$ cat config.mk
export PLATFORM = sky130hd
export DESIGN_NAME = ball_score
export DESIGN_NICKNAME = d
export VERILOG_FILES = /design/src/rtl/pong_pkg.sv /design/src/rtl/score_counter.sv /design/src/rtl/ball_score.sv
export SDC_FILE = /design/constraint.sdc
export NUM_CORES = 1
export LEC_CHECK = 0
export ABC_CLOCK_PERIOD_IN_PS = 4200
export CORE_UTILIZATION = 50
export DETAILED_ROUTE_END_ITERATION = 10
export PLACE_DENSITY = 0.76
export REMOVE_ABC_BUFFERS = 1
export SLEW_MARGIN = 20
export SYNTH_ARGS = -nofsm -noshare
export SYNTH_HDL_FRONTEND = slang
export SYNTH_SLANG_ARGS = --single-unit
$ cat constraint.sdc
create_clock -name clk -period 4.2 [get_ports clk]
set_input_delay 0.42 -clock clk [delete_from_list [all_inputs] [get_ports clk]]
set_output_delay 0.42 -clock clk [all_outputs]
set_load 0.03 [all_outputs]
$ cat src/rtl/pong_pkg.sv
// rtl/pong_pkg.sv - shared types and default geometry for the pong ball/score block
package pong_pkg;

  typedef enum logic [1:0] {
    IDLE   = 2'd0,
    MOVE   = 2'd1,
    SCORED = 2'd2
  } ball_state_t;

  localparam int DEF_H_RES     = 640;
  localparam int DEF_V_RES     = 480;
  localparam int DEF_BALL_SIZE = 8;
  localparam int DEF_PAD_W     = 8;
  localparam int DEF_PAD_H     = 48;
  localparam int DEF_PAD_L_X   = 16;
  localparam int DEF_PAD_R_X   = 616;
  localparam int DEF_SPEED     = 2;
  localparam int DEF_WIN       = 5;
  localparam int SCORE_W       = 4;

endpackage

$ cat src/rtl/score_counter.sv
// rtl/score_counter.sv - saturating score register with clear and increment
module score_counter
  import pong_pkg::*;
#(
  parameter int MAX = DEF_WIN
) (
  input  logic               i_clk,
  input  logic               i_rst,
  input  logic               i_clr,
  input  logic               i_inc,
  output logic [SCORE_W-1:0] o_q
);

  logic [SCORE_W-1:0] r_q;

  always_ff @(posedge i_clk) begin
    if (i_rst || i_clr) begin
      r_q <= '0;
    end else if (i_inc && (r_q != SCORE_W'(MAX))) begin
      r_q <= r_q + SCORE_W'(1);
    end
  end

  assign o_q = r_q;

endmodule

$ cat src/rtl/ball_score.sv
// rtl/ball_score.sv - ball motion, wall/paddle bounces, goal detection and scoring
module ball_score
  import pong_pkg::*;
#(
  parameter int H_RES     = DEF_H_RES,
  parameter int V_RES     = DEF_V_RES,
  parameter int BALL_SIZE = DEF_BALL_SIZE,
  parameter int PAD_W     = DEF_PAD_W,
  parameter int PAD_H     = DEF_PAD_H,
  parameter int PAD_L_X   = DEF_PAD_L_X,
  parameter int PAD_R_X   = DEF_PAD_R_X,
  parameter int SPEED     = DEF_SPEED,
  parameter int WIN       = DEF_WIN
) (
  input  logic               clk,
  input  logic               sim_rst,
  input  logic               frame_tick,
  input  logic               play,
  input  logic               new_game,
  input  logic [9:0]         pad_l_y,
  input  logic [9:0]         pad_r_y,
  output logic [9:0]         ball_x,
  output logic [9:0]         ball_y,
  output logic               col_esq,
  output logic               col_dir,
  output logic [SCORE_W-1:0] score_esq,
  output logic [SCORE_W-1:0] score_dir,
  output logic               win
);

  localparam logic [10:0] L_S     = 11'(SPEED);
  localparam logic [10:0] L_B     = 11'(BALL_SIZE);
  localparam logic [10:0] L_PH    = 11'(PAD_H);
  localparam logic [10:0] L_XMAX  = 11'(H_RES - BALL_SIZE);
  localparam logic [10:0] L_YMAX  = 11'(V_RES - BALL_SIZE);
  localparam logic [10:0] L_LHIT  = 11'(PAD_L_X + PAD_W);
  localparam logic [10:0] L_RX    = 11'(PAD_R_X);
  localparam logic [10:0] L_RSTOP = 11'(PAD_R_X - BALL_SIZE);
  localparam logic [9:0]  L_CX    = 10'((H_RES - BALL_SIZE) / 2);
  localparam logic [9:0]  L_CY    = 10'((V_RES - BALL_SIZE) / 2);

  // dx=1 means moving right, dy=1 means moving down
  ball_state_t r_state, w_nxt_state;
  logic [9:0]  r_x, r_y, w_nxt_x, w_nxt_y;
  logic        r_dx, r_dy, w_nxt_dx, w_nxt_dy;

  logic [10:0] w_x11, w_y11, w_pl, w_pr;
  logic        w_ovl_l, w_ovl_r;
  logic [9:0]  w_mv_x, w_mv_y;
  logic        w_mv_dx, w_mv_dy, w_goal_l, w_goal_r;
  logic        w_step, w_inc_esq, w_inc_dir;

  assign w_x11   = {1'b0, r_x};
  assign w_y11   = {1'b0, r_y};
  assign w_pl    = {1'b0, pad_l_y};
  assign w_pr    = {1'b0, pad_r_y};
  assign w_ovl_l = (w_y11 + L_B > w_pl) && (w_y11 < w_pl + L_PH);
  assign w_ovl_r = (w_y11 + L_B > w_pr) && (w_y11 < w_pr + L_PH);
  assign w_step  = (r_state == MOVE) && play && frame_tick;

  // One frame of motion; compares are rearranged so nothing subtracts below zero
  always_comb begin
    w_mv_x   = r_x;
    w_mv_y   = r_y;
    w_mv_dx  = r_dx;
    w_mv_dy  = r_dy;
    w_goal_l = 1'b0;
    w_goal_r = 1'b0;
    if (r_dy) begin
      if (w_y11 + L_S >= L_YMAX) begin
        w_mv_y  = L_YMAX[9:0];
        w_mv_dy = 1'b0;
      end else begin
        w_mv_y = 10'(w_y11 + L_S);
      end
    end else if (w_y11 <= L_S) begin
      w_mv_y  = '0;
      w_mv_dy = 1'b1;
    end else begin
      w_mv_y = 10'(w_y11 - L_S);
    end
    if (!r_dx) begin
      if ((w_x11 <= L_LHIT + L_S) && w_ovl_l) begin
        w_mv_x  = L_LHIT[9:0];
        w_mv_dx = 1'b1;
      end else if (w_x11 <= L_S) begin
        w_goal_l = 1'b1;
      end else begin
        w_mv_x = 10'(w_x11 - L_S);
      end
    end else begin
      if ((w_x11 + L_S + L_B >= L_RX) && w_ovl_r) begin
        w_mv_x  = L_RSTOP[9:0];
        w_mv_dx = 1'b0;
      end else if (w_x11 + L_S >= L_XMAX) begin
        w_goal_r = 1'b1;
      end else begin
        w_mv_x = 10'(w_x11 + L_S);
      end
    end
  end

  always_ff @(posedge clk) begin
    if (sim_rst) begin
      r_state <= IDLE;
      r_x     <= L_CX;
      r_y     <= L_CY;
      r_dx    <= 1'b1;
      r_dy    <= 1'b1;
    end else begin
      r_state <= w_nxt_state;
      r_x     <= w_nxt_x;
      r_y     <= w_nxt_y;
      r_dx    <= w_nxt_dx;
      r_dy    <= w_nxt_dy;
    end
  end

  // A goal freezes the ball where it was; dx already points at the conceding side
  always_comb begin
    w_nxt_state = r_state;
    w_nxt_x     = r_x;
    w_nxt_y     = r_y;
    w_nxt_dx    = r_dx;
    w_nxt_dy    = r_dy;
    case (r_state)
      IDLE: begin
        if (play) w_nxt_state = MOVE;
      end
      MOVE: begin
        if (w_step) begin
          if (w_goal_l || w_goal_r) begin
            w_nxt_state = SCORED;
          end else begin
            w_nxt_x  = w_mv_x;
            w_nxt_y  = w_mv_y;
            w_nxt_dx = w_mv_dx;
            w_nxt_dy = w_mv_dy;
          end
        end
      end
      SCORED: begin
        w_nxt_state = IDLE;
        w_nxt_x     = L_CX;
        w_nxt_y     = L_CY;
      end
      default: w_nxt_state = IDLE;
    endcase
    if (new_game) begin
      w_nxt_state = IDLE;
      w_nxt_x     = L_CX;
      w_nxt_y     = L_CY;
    end
  end

  assign w_inc_dir = w_step && w_goal_l && !new_game;
  assign w_inc_esq = w_step && w_goal_r && !new_game;

  score_counter #(.MAX(WIN)) u_score_esq (
    .i_clk (clk),
    .i_rst (sim_rst),
    .i_clr (new_game),
    .i_inc (w_inc_esq),
    .o_q   (score_esq)
  );

  score_counter #(.MAX(WIN)) u_score_dir (
    .i_clk (clk),
    .i_rst (sim_rst),
    .i_clr (new_game),
    .i_inc (w_inc_dir),
    .o_q   (score_dir)
  );

  always_comb begin
    ball_x  = r_x;
    ball_y  = r_y;
    col_esq = (r_state == SCORED) && !r_dx;
    col_dir = (r_state == SCORED) && r_dx;
    win     = (score_esq == SCORE_W'(WIN)) || (score_dir == SCORE_W'(WIN));
  end

endmodule
==> results.tsv <==
metric	value	unit
outcome	finished, final reports clean	
Ys Warns	0	
CTS Buffer Depth	2	
Least-Margin Pin Slew	0.686	ns
first-pass GRT wire length	17000	um
critical path class	reg2reg	
crit-path max cell delay	0.59	ns
Mapped Avg Cell Area	7.80	um2
Clock Sinks	30	
FP Rows	30	
Final Hold Violating Endpoints	0	
area delta synth->final	19.0	%
CP Max Fanout	11	
vias per cell	6.19	
FF/Latch Area	601	um2
max_cap viols	0	
Worst-Skew Late Latency	0.29	ns
Tot GR Track Use	0.284	
io pins	56	
crit path launch type	flop	
Die Height	86.8	um
fill cell count	656	
die area	0.00754	mm2
Netlist cell types	73	
post-detail-place hpwl	7860	um
DP Area	0.00419	mm2
number of antenna violations at the first check in global routing	0	
die width	86.8	um
peak supply drop	182	uV
post-route minimum period	3.65	ns
fin util	0.623	
Port Buffers	53	
Crit. End Element	flop	
register bit total from synthesis	30	
GP Congestion	0.969	
area share of the largest cell type after synthesis	0.167	
total CTS buffers	5	
Post-Route Skew	0.00597	ns
Peak Freq	274	MHz
vias in the first global route	3479	
Worst EP required	4.38	ns
DR pass1 iterations	5	
crit-path cells	buf_4 > nand3_1 > xnor2_1 > ha_1 > nand4_1 > a211oi_1 > o311ai_0 > a221o_2 > a21o_1 > nor2_1 > o32a_1	
final setup fails	0	
CTS Hold Buffers Added	0	
r2r setup slk	0.55	ns
largest net degree at the start of global routing	24	
post-synthesis sequential area ratio	0.167	
1st-iter DRT viols	229	
buffer count from post-CTS setup fixing	0	
most frequent cell after synthesis	ha_1	
unrepaired setup endpoints after global routing	no	
crit share post-route	0.868	
Mapped Area	0.00360	mm2
Root Buffer	clkbuf_8	
clock slew at reported path FFs	0.07	ns
# DRC	0	
Remaining Overflow, GRT	0	
Syn Inst Count	461	
CTS tree	yes	
share of post-route cells with drive strength above 1	0.0709	
Critical Path AT	3.83	ns
Core ar.	0.00687	mm2
asr flop ratio synth	0	
Slew Limit Fails	0	
Final TNS setup	0	ns
hold crit path type	reg2reg	
final instance area	0.00428	mm2
Starting Density	0.524	
Synth top cells by count	ha_1 (46), nor2_1 (40), inv_1 (36)	
slowest CP cell	o311ai_0	
antenna viol nets, final	0	
# nets final	578	
Fin Hold WS	0.494	ns
Resized cells post-CTS	0	
Area contributors post-synth	dfxtp_1 (17%), ha_1 (16%), xnor2_1 (5.1%), nor2_1 (4.2%), a21oi_1 (3.8%)	
relative slew slack	0.540	
CP top delay family	compound AO/OA/AOI/OAI gates	
area of the multi-input gates	0.00273	mm2
Lkg Pwr	1.71	nW
PwrDens	154	mW/mm2
final wirelength	10400	um
Inserted Diodes	0	
H-Tree Depth	2	
DR vias	3738	
EDFF count, synth	0	
Crit path buffers/inverters	1	
most common flop cell mapped by yosys	dfxtp_1	
DR WL/cell	17.2	um
Synth area leader	dfxtp_1	
## through the flow
stage / power (W) / instances / setup slack [ns]
3_3_place_gp: 0.000416 / 596 / 0.454
3_5_place_dp: 0.000419 / 596 / 0.330
4_1_cts: 0.000658 / 604 / 0.571
2_1_floorplan: 0.000371 / 437 / 0.408
6_report: 0.000660 / 604 / 0.553
5_1_grt: 0.000688 / 604 / 0.331
## worst reg2reg max path: stages (launching register included)
cell and delay [ns]:
dfxtp_1 0.54, buf_4 0.25, nand3_1 0.13, xnor2_1 0.29
ha_1 0.31, nand4_1 0.11, a211oi_1 0.05, o311ai_0 0.59
a221o_2 0.35, a21o_1 0.35, nor2_1 0.21, o32a_1 0.36
## worst paths after layout
kind                   start    endpoint  cells past startpoint
setup / recovery   ball_y[5]   ball_y[7]                     11
hold / removal    r_state[1]  r_state[0]                      1
setup reg to reg   ball_y[5]   ball_y[7]                     11
hold reg to reg   r_state[1]  r_state[0]                      1
## metal layers
metal / up-vias / wire length, um / GRT usage / share of wire
met5: - / 0 / 0 / 0
met4: 0 / 184 / 0.0848 / 0.018
met3: 20 / 738 / 0.0371 / 0.071
met2: 157 / 4820 / 0.483 / 0.46
met1: 1752 / 4620 / 0.374 / 0.45
li1: 1809 / - / - / -
## report_power, final
part | internal [W] | leakage (nW) | switching, W
clock | 0.000132 | 0.0482 | 0.000115
sequential | 0.000285 | 0.242 | 0.00000196
combinational | 0.0000595 | 1.42 | 0.0000669
total | 0.000477 | 1.71 | 0.000183
## cell type report
cell class	instances	share of cell area
clock buffers	7	0.0202
clock inverters	1	0.00117
inverters	36	0.0316
multi-input cells	371	0.637
flip-flops and latches	30	0.140
well taps	96	0.0281
repair buffers	63	0.141
## registers in the layout, indices dropped and copies added (netlist names)
| signal | flops |
|---|---|
| ball_x | 9 |
| ball_y | 9 |
| u_score_dir.o_q | 4 |
| u_score_esq.o_q | 4 |
| r_state | 2 |
| r_dx | 1 |
| r_dy | 1 |
## cell usage in the layout (no fill, tap or decap), types with 4 or more instances in the layout
cell,count
a21o_1,9
inv_1,36
a211oi_1,13
clkdlybuf4s50_1,53
clkbuf_8,6
xnor2_1,21
dfxtp_1,30
buf_4,10
a21oi_1,27
nand4_1,5
nand3_1,16
or4_1,5
xor2_1,9
o21ai_0,24
nand2b_1,5
o211ai_1,13
nand3b_1,5
ha_1,46
a31oi_1,4
nor3_1,7
o31ai_1,4
nand2_1,29
nor2_1,40
## cell families (layout without fill, tap and decap cells)
logic type | after synthesis | in the layout | synth area share
and+or+nand+nor | 146 | 146 | 0.218
AOI/OAI and AO/OA | 145 | 145 | 0.300
buffers and inverters | 61 | 107 | 0.0755
adders and majority gates | 46 | 46 | 0.160
xor gates and xnor gates | 30 | 30 | 0.0730
DFF | 30 | 30 | 0.167
muxes | 2 | 2 | 0.00557
other | 1 | 2 | 0.00104
Note: power is estimated with default switching activity, not from simulation.
